<file path="src/rtl/sysbus_pkg.sv">
// System bus encodings and writeback-queue drain states shared by the writeback path.
package sysbus_pkg;

    localparam logic [3:0]  SYSBUS_WRITE  = 4'd1;
    localparam logic [3:0]  SYSBUS_MEMORY = 4'd1;
    localparam logic [15:0] WBQ_WRITE_TAG = (16'(SYSBUS_WRITE) << 12) | (16'(SYSBUS_MEMORY) << 8);

    typedef enum logic [2:0] {
        IDLE,
        ARB,
        ADDR,
        DATA,
        END
    } wbq_state_t;

endpackage

</file>
<file path="src/rtl/wbq_storage.sv">
// Circular line store with head/tail/count and per-entry line compare; enqueue lands next edge.
// enq_ready drops at DEPTH (a pop does not free the slot that cycle); WBQ_COALESCE_EN merges matching unlocked lines.
module wbq_storage #(
    parameter int ADDR_WIDTH = 64,
    parameter int LINE_W     = 512,
    parameter int OFS        = 6,
    parameter int DEPTH      = 4
) (
    input  logic                      clk,
    input  logic                      reset,
    input  logic                      enq_valid,
    output logic                      enq_ready,
    input  logic [ADDR_WIDTH-1:0]     enq_addr,
    input  logic [LINE_W-1:0]         enq_data,
    input  logic                      pop,
    input  logic                      lock_head,
    input  logic [ADDR_WIDTH-1:0]     lookup_addr,
    output logic                      lookup_hit,
    output logic [ADDR_WIDTH-OFS-1:0] head_line,
    output logic [LINE_W-1:0]         head_data,
    output logic [$clog2(DEPTH):0]    count,
    output logic                      empty
);

    localparam int TW = ADDR_WIDTH - OFS;
    localparam int PW = $clog2(DEPTH);
    localparam int CW = PW + 1;

    logic [TW-1:0]     line_q [DEPTH];
    logic [LINE_W-1:0] data_q [DEPTH];
    logic [DEPTH-1:0]  vld_q;
    logic [PW-1:0]     head;
    logic [PW-1:0]     tail;
    logic [TW-1:0]     enq_line;
    logic [TW-1:0]     look_line;
    logic              merge_hit;
    logic              enq_fire;
    logic              alloc;

    assign enq_line  = enq_addr[ADDR_WIDTH-1:OFS];
    assign look_line = lookup_addr[ADDR_WIDTH-1:OFS];

`ifdef WBQ_COALESCE_EN
    logic [PW-1:0] merge_idx;
    logic          unused_ofs;
    assign unused_ofs = ^{enq_addr[OFS-1:0], lookup_addr[OFS-1:0]};

    // The head being written to the bus must not change under the drain.
    always_comb begin
        merge_hit = 1'b0;
        merge_idx = '0;
        for (int i = 0; i < DEPTH; i++) begin
            if (vld_q[i] && (line_q[i] == enq_line) && !(lock_head && (head == PW'(i)))) begin
                merge_hit = 1'b1;
                merge_idx = PW'(i);
            end
        end
    end
`else
    logic unused_ofs;
    assign unused_ofs = ^{enq_addr[OFS-1:0], lookup_addr[OFS-1:0], lock_head};
    assign merge_hit  = 1'b0;
`endif

    assign enq_ready = (count != CW'(DEPTH)) || merge_hit;
    assign enq_fire  = enq_valid && enq_ready;
    assign alloc     = enq_fire && !merge_hit;
    assign empty     = (count == '0);
    assign head_line = line_q[head];
    assign head_data = data_q[head];

    always_comb begin
        lookup_hit = 1'b0;
        for (int i = 0; i < DEPTH; i++) begin
            if (vld_q[i] && (line_q[i] == look_line)) begin
                lookup_hit = 1'b1;
            end
        end
    end

    always_ff @(posedge clk or negedge reset) begin
        if (!reset) begin
            head  <= '0;
            tail  <= '0;
            count <= '0;
            vld_q <= '0;
        end else begin
            if (pop) begin
                head        <= head + 1'b1;
                vld_q[head] <= 1'b0;
            end
            if (alloc) begin
                tail        <= tail + 1'b1;
                vld_q[tail] <= 1'b1;
            end
            if (alloc && !pop) begin
                count <= count + 1'b1;
            end else if (!alloc && pop) begin
                count <= count - 1'b1;
            end
        end
    end

    always_ff @(posedge clk) begin
        if (alloc) begin
            line_q[tail] <= enq_line;
            data_q[tail] <= enq_data;
        end
`ifdef WBQ_COALESCE_EN
        if (enq_fire && merge_hit) begin
            data_q[merge_idx] <= enq_data;
        end
`endif
    end

endmodule

</file>
<file path="src/rtl/writeback_queue.sv">
// Dirty-line writeback engine: queue, arbitrate, then address beat + BEATS data beats; address 3 cycles after enqueue at best.
// Enqueue stalls only when full; address beat holds for reqack, data beats are unacked. Option: WBQ_COALESCE_EN.
module writeback_queue
    import sysbus_pkg::*;
#(
    parameter int BUS_DATA_WIDTH = 64,
    parameter int BUS_TAG_WIDTH  = 13,
    parameter int ADDR_WIDTH     = 64,
    parameter int LINE_BYTES     = 64,
    parameter int DEPTH          = 4
) (
    input  logic                      clk,
    input  logic                      reset,
    input  logic                      enq_valid,
    output logic                      enq_ready,
    input  logic [ADDR_WIDTH-1:0]     enq_addr,
    input  logic [LINE_BYTES*8-1:0]   enq_data,
    input  logic [ADDR_WIDTH-1:0]     lookup_addr,
    output logic                      lookup_hit,
    output logic                      abtr_reqcyc,
    input  logic                      abtr_grant,
    output logic                      bus_busy,
    output logic                      main_bus_reqcyc,
    input  logic                      main_bus_reqack,
    output logic [BUS_DATA_WIDTH-1:0] main_bus_req,
    output logic [BUS_TAG_WIDTH-1:0]  main_bus_reqtag,
    output logic [$clog2(DEPTH):0]    count,
    output logic                      empty,
    output logic                      wb_done
);

    localparam int BEATS  = LINE_BYTES * 8 / BUS_DATA_WIDTH;
    localparam int OFS    = $clog2(LINE_BYTES);
    localparam int LINE_W = LINE_BYTES * 8;
    localparam int BW     = (BEATS > 1) ? $clog2(BEATS) : 1;

    wbq_state_t                state;
    wbq_state_t                next_state;
    logic [BW-1:0]             beat;
    logic [ADDR_WIDTH-OFS-1:0] head_line;
    logic [LINE_W-1:0]         head_data;
    logic [ADDR_WIDTH-1:0]     line_base;
    logic                      pop;
    logic                      lock_head;

    assign pop       = (state == END);
    assign lock_head = (state == ADDR) || (state == DATA) || (state == END);
    assign line_base = {head_line, {OFS{1'b0}}};

    wbq_storage #(
        .ADDR_WIDTH (ADDR_WIDTH),
        .LINE_W     (LINE_W),
        .OFS        (OFS),
        .DEPTH      (DEPTH)
    ) u_storage (
        .clk         (clk),
        .reset       (reset),
        .enq_valid   (enq_valid),
        .enq_ready   (enq_ready),
        .enq_addr    (enq_addr),
        .enq_data    (enq_data),
        .pop         (pop),
        .lock_head   (lock_head),
        .lookup_addr (lookup_addr),
        .lookup_hit  (lookup_hit),
        .head_line   (head_line),
        .head_data   (head_data),
        .count       (count),
        .empty       (empty)
    );

    always_ff @(posedge clk or negedge reset) begin
        if (!reset) begin
            state <= IDLE;
        end else begin
            state <= next_state;
        end
    end

    always_comb begin
        next_state = state;
        case (state)
            IDLE:    if (!empty)                      next_state = ARB;
            ARB:     if (abtr_grant)                  next_state = ADDR;
            ADDR:    if (main_bus_reqack)             next_state = DATA;
            DATA:    if (beat == BW'(BEATS - 1))      next_state = END;
            END:                                      next_state = IDLE;
            default:                                  next_state = IDLE;
        endcase
    end

    // Beat index restarts on every address beat so a re-acked line always begins at beat 0.
    always_ff @(posedge clk or negedge reset) begin
        if (!reset) begin
            beat <= '0;
        end else if (state == ADDR) begin
            beat <= '0;
        end else if (state == DATA) begin
            beat <= beat + 1'b1;
        end
    end

    always_comb begin
        abtr_reqcyc     = 1'b0;
        bus_busy        = 1'b0;
        main_bus_reqcyc = 1'b0;
        main_bus_req    = '0;
        main_bus_reqtag = '0;
        wb_done         = 1'b0;
        case (state)
            ARB: begin
                abtr_reqcyc = 1'b1;
            end
            ADDR: begin
                bus_busy        = 1'b1;
                main_bus_reqcyc = 1'b1;
                main_bus_req    = BUS_DATA_WIDTH'(line_base);
                main_bus_reqtag = BUS_TAG_WIDTH'(WBQ_WRITE_TAG);
            end
            DATA: begin
                bus_busy        = 1'b1;
                main_bus_reqcyc = 1'b1;
                main_bus_req    = BUS_DATA_WIDTH'(head_data >> (int'(beat) * BUS_DATA_WIDTH));
                main_bus_reqtag = BUS_TAG_WIDTH'(WBQ_WRITE_TAG);
            end
            END: begin
                bus_busy = 1'b1;
                wb_done  = 1'b1;
            end
            default: ;
        endcase
    end

endmodule

</file>
<file path="config.mk">
export PLATFORM = sky130hd
export DESIGN_NAME = writeback_queue
export DESIGN_NICKNAME = d
export VERILOG_FILES = /design/src/rtl/sysbus_pkg.sv /design/src/rtl/wbq_storage.sv /design/src/rtl/writeback_queue.sv
export SDC_FILE = /design/constraint.sdc
export NUM_CORES = 2
export LEC_CHECK = 0
export ABC_AREA = 1
export ABC_CLOCK_PERIOD_IN_PS = 37700
export BUFFER_PORTS_ARGS = -buffer_cell sky130_fd_sc_hd__buf_2
export CORE_MARGIN = 2
export CORE_UTILIZATION = 25
export CTS_BUF_LIST = sky130_fd_sc_hd__clkbuf_2 sky130_fd_sc_hd__clkbuf_4 sky130_fd_sc_hd__clkbuf_8
export CTS_CLUSTER_SIZE = 30
export DETAILED_ROUTE_END_ITERATION = 6
export GPL_ROUTABILITY_DRIVEN = 0
export PLACE_DENSITY = 0.38
export REMOVE_ABC_BUFFERS = 1
export SYNTH_ARGS = -nofsm -noshare
export SYNTH_HDL_FRONTEND = slang
export SYNTH_SLANG_ARGS = --single-unit
</file>
<file path="constraint.sdc">
create_clock -name clk -period 37.7 [get_ports clk]
set_input_delay 9.425 -clock clk [delete_from_list [all_inputs] [get_ports clk]]
set_output_delay 9.425 -clock clk [all_outputs]
set_load 0.05 [all_outputs]
</file>
==> key figures <==
Place
  – IO buf count: 708
  – Post-DP HPWL: 214000 µm
  – Place WS: between 15 and 20 ns

Global routing
  – Pin count of the biggest net entering global routing: 188
  – First-pass GRT wire length: 489000 µm
  – Grt ovf: 0
  – Vias in the first global route: roughly 64k
  – Initial antenna violation count: around 310
  – GRT Overall Usage: 0.175

Synthesis
  – Avg Inst Size Synth: ~11 µm²
  – Post-Synthesis Cells: 8390
  – Post-Syn Area: 95500 µm²
  – Warnings from Yosys: 0
  – Most used flip-flop cell after synthesis: edfxtp_1
  – Register area share after synthesis: 0.721
  – Post-synth cell types: 27
  – #FFs+latches synth: 2297
  – Number of synthesized flops with an enable pin: 2280
  – Asr flop ratio synth: 0.00740

Worst setup path
  – Crit-path most repeated cell: nand2_1
  – WP data required: 28.27 ns
  – Crit path largest cell delay: 0.36 ns
  – Largest delay contributor family on the critical path: simple AND/OR/NAND/NOR gates
  – Max Fanout on Critical Path: 7
  – CP Launch Type: primary input
  – Arr. time, crit path: 11.54 ns
  – Worst path bufs/invs: 3
  – Critical path type: primary input to output port
  – Critical-path cell list: buf_2, xnor2_1, nand2_1, nor2_1, nand3_1, nor2_1, nand2_1, nand2_1, inv_1, nand2_1, buf_2
  – Max stage delay cell, worst path: nor2_1
  – Critical Path End Type: output port

Final layout
  – Fill count: roughly 39k
  – Nets: 9793
  – Post-layout util: 0.296
  – Ratio of cells with drive above 1 in the final layout: 0.156
  – Area growth from synthesis to layout: 17.9%

STA
  – Total negative setup slack: 0 ns
  – Fin. Hold Viols: 0
  – Slew Limit Fails: 0
  – Final worst setup slack: 16.73 ns
  – Clock Skews: 0.0915 ns
  – Fmax: 47.7 MHz
  – Period utilization: 0.556
  – Worst-margin pin slew: 1.16 ns
  – Relative slew slack: 0.228
  – Unrepaired setup endpoints after global routing: no
  – Min Tclk post-route: 20.97 ns
  – Final Setup Violations: 0

Route
  – DRC violations left: 0
  – Drt pass-1 iters: 6
  – Antenna Nets Post-Route: 0
  – Vias after detailed routing: roughly 66k
  – Routed length per placed instance: 24.1 µm
  – Routed WL: roughly 350000 µm
  – Vias/cell: 4.52
  – DRT iter0 DRCs: 4654

Worst hold path
  – HP Class: flop to flop

Floorplan
  – Die Footprint: 387000 µm²
  – Die width: 622 µm
  – FP Rows: 226
  – Core footprint: ~380000 µm²
  – I/O pin count: 732
  – Die height: approximately 620 µm
  – Initial Util: 0.252

Clock network
  – Root buffer cell: clkbuf_8
  – Hold-fix buffers at CTS: 0
  – Clock Path Buffers: 4
  – Clock buffer count from CTS: between 400 and 500
  – Clk_lat worst skew: 1.14 ns
  – Sink Count: between 2k and 2.5k
  – Post-cts gate resize count: 0
  – Number of H-tree levels: 5
  – # Post-CTS Setup Buffers: 0
  – Worst-path clk slew: about 0.060 ns
  – TritonCTS clock tree: built

Power and ir drop
  – Net switching power: 3.56 mW
  – Reg power frac: 0.395
  – Internal: approximately 5.3 mW
  – Total Power: 8.91 mW
  – Sw Share: 0.400
  – Combinational Power Share: 0.340
  – LEAKAGE: 41.6 nW
  – IR drop worst, VDD: around 0.000046 V
  – Pwr per Cell Area: 79.1 nW/µm²
  – Clock share of power: 0.266

Run status
  – Outcome: finished, final reports clean

Flow run
  – Max_cap viols: 0
[final cells by class]
| cell class | count | area (µm²) | share of cell area |
|---|---|---|---|
| clock buffers | 571 | 6950 | 0.0617 |
| clock inverters | 204 | 1350 | 0.0120 |
| flip-flops and latches | 2297 | 68900 | 0.612 |
| repair buffers | 817 | 4560 | 0.0405 |
| multi-input cells | 5364 | 23300 | 0.207 |
| diodes | 118 | 295 | 0.00262 |
| well taps | 5016 | 6280 | 0.0557 |
| inverters | 233 | 918 | 0.00816 |
[per-stage QoR]
step / hold slack, ns / instances / cell area [µm²]
2_1_floorplan: 0.447 / 7894 / 93100
3_3_place_gp: 0.535 / 13700 / 104000
3_5_place_dp: 0.550 / 13700 / 104000
4_1_cts: 0.562 / 14500 / 112000
5_1_grt: 0.596 / 14600 / 112000
6_report: 0.550 / 14600 / 113000
[kinds of logic (layout without fill, tap and decap cells)]
kind of cell | after synthesis | in the layout | share of synthesized area
and+or+nand+nor | 4805 | 4805 | 0.211
DFF | 2297 | 2297 | 0.721
buffers and inverters | 739 | 1825 | 0.0354
AOI/OAI and AO/OA | 489 | 489 | 0.0259
xor gates and xnor gates | 47 | 47 | 0.00431
adders and majority gates | 12 | 12 | 0.00165
other | 1 | 129 | 0.0000393
[power by group through the flow]
| stage | Clock, mW | Sequential [mW] | Combinational, mW |
|---|---|---|---|
| 2_1_floorplan | 0 | 4.22 | 2.24 |
| 4_1_cts | 2.46 | 3.52 | 3.14 |
| 3_5_place_dp | 0 | 3.57 | 3.13 |
| 5_1_grt | 2.57 | 3.55 | 3.36 |
| 3_3_place_gp | 0 | 3.56 | 3.12 |
| 6_report | 2.37 | 3.52 | 3.03 |
[worst min-delay path, cell delays in order (launching register included)]
cell	delay, ns
dfrtp_1	0.36
o21ai_0	0.08
o21ai_0	0.07
[metal layers]
metal  GRT usage  part of all wire
met5           0            0.0030
met4      0.0690             0.034
met3      0.0503             0.072
met2       0.290              0.48
met1       0.215              0.41
[registers in the layout (all words and copies together) (netlist names)]
name	count
state	3
u_storage.tail	2
u_storage.head	2
u_storage.data_q	2048
u_storage.vld_q	4
beat	3
u_storage.line_q	232
u_storage.count	3
[final timing paths]
kind,slack (ns),endpoint,cells past startpoint,startpoint
max in group asynchronous,28.93,u_storage.head[0],1,reset
hold reg to reg,0.55,state[1],2,state[1]
setup / recovery,16.73,lookup_hit,11,lookup_addr[36]
setup reg to reg,32.84,u_storage.data_q[2][476],9,u_storage.count[0]
hold / removal,0.55,state[1],2,state[1]
min in group asynchronous,8.34,u_storage.head[1],1,reset
[synth_stat cells (all sizes together) (3+ instances only)]
master	number	area share
xor2	10	0.00092
buf	390	0.022
ha	11	0.0014
a21oi	167	0.0087
inv	233	0.0092
o31ai	3	0.00024
clkbuf	116	0.0046
nor2	219	0.0086
o22ai	12	0.00079
o21ai	304	0.016
nand3	1726	0.090
edfxtp	2280	0.72
nand2	2858	0.11
xnor2	37	0.0034
dfrtp	17	0.0045
[cell usage in the layout (no fill, tap or decap), types with 3 or more instances in the layout]
master / instances
inv_8: 7
nand3_1: 1726
a21oi_1: 167
buf_12: 16
bufinv_16: 11
o22ai_1: 12
inv_1: 228
nor2_4: 6
ha_1: 11
buf_4: 93
inv_6: 6
clkinv_2: 36
xnor2_1: 37
clkinv_8: 3
o21ai_1: 116
conb_1: 11
clkinv_1: 128
buf_2: 708
o31ai_1: 3
dfrtp_1: 12
inv_12: 9
dfrtp_4: 5
nand2_1: 2858
clkbuf_8: 426
o21ai_0: 188
diode_2: 118
xor2_1: 10
edfxtp_1: 2280
nor2_1: 213
clkbuf_4: 145
clkinvlp_4: 7
No activity file was read; power rests on OpenSTA's default activity.
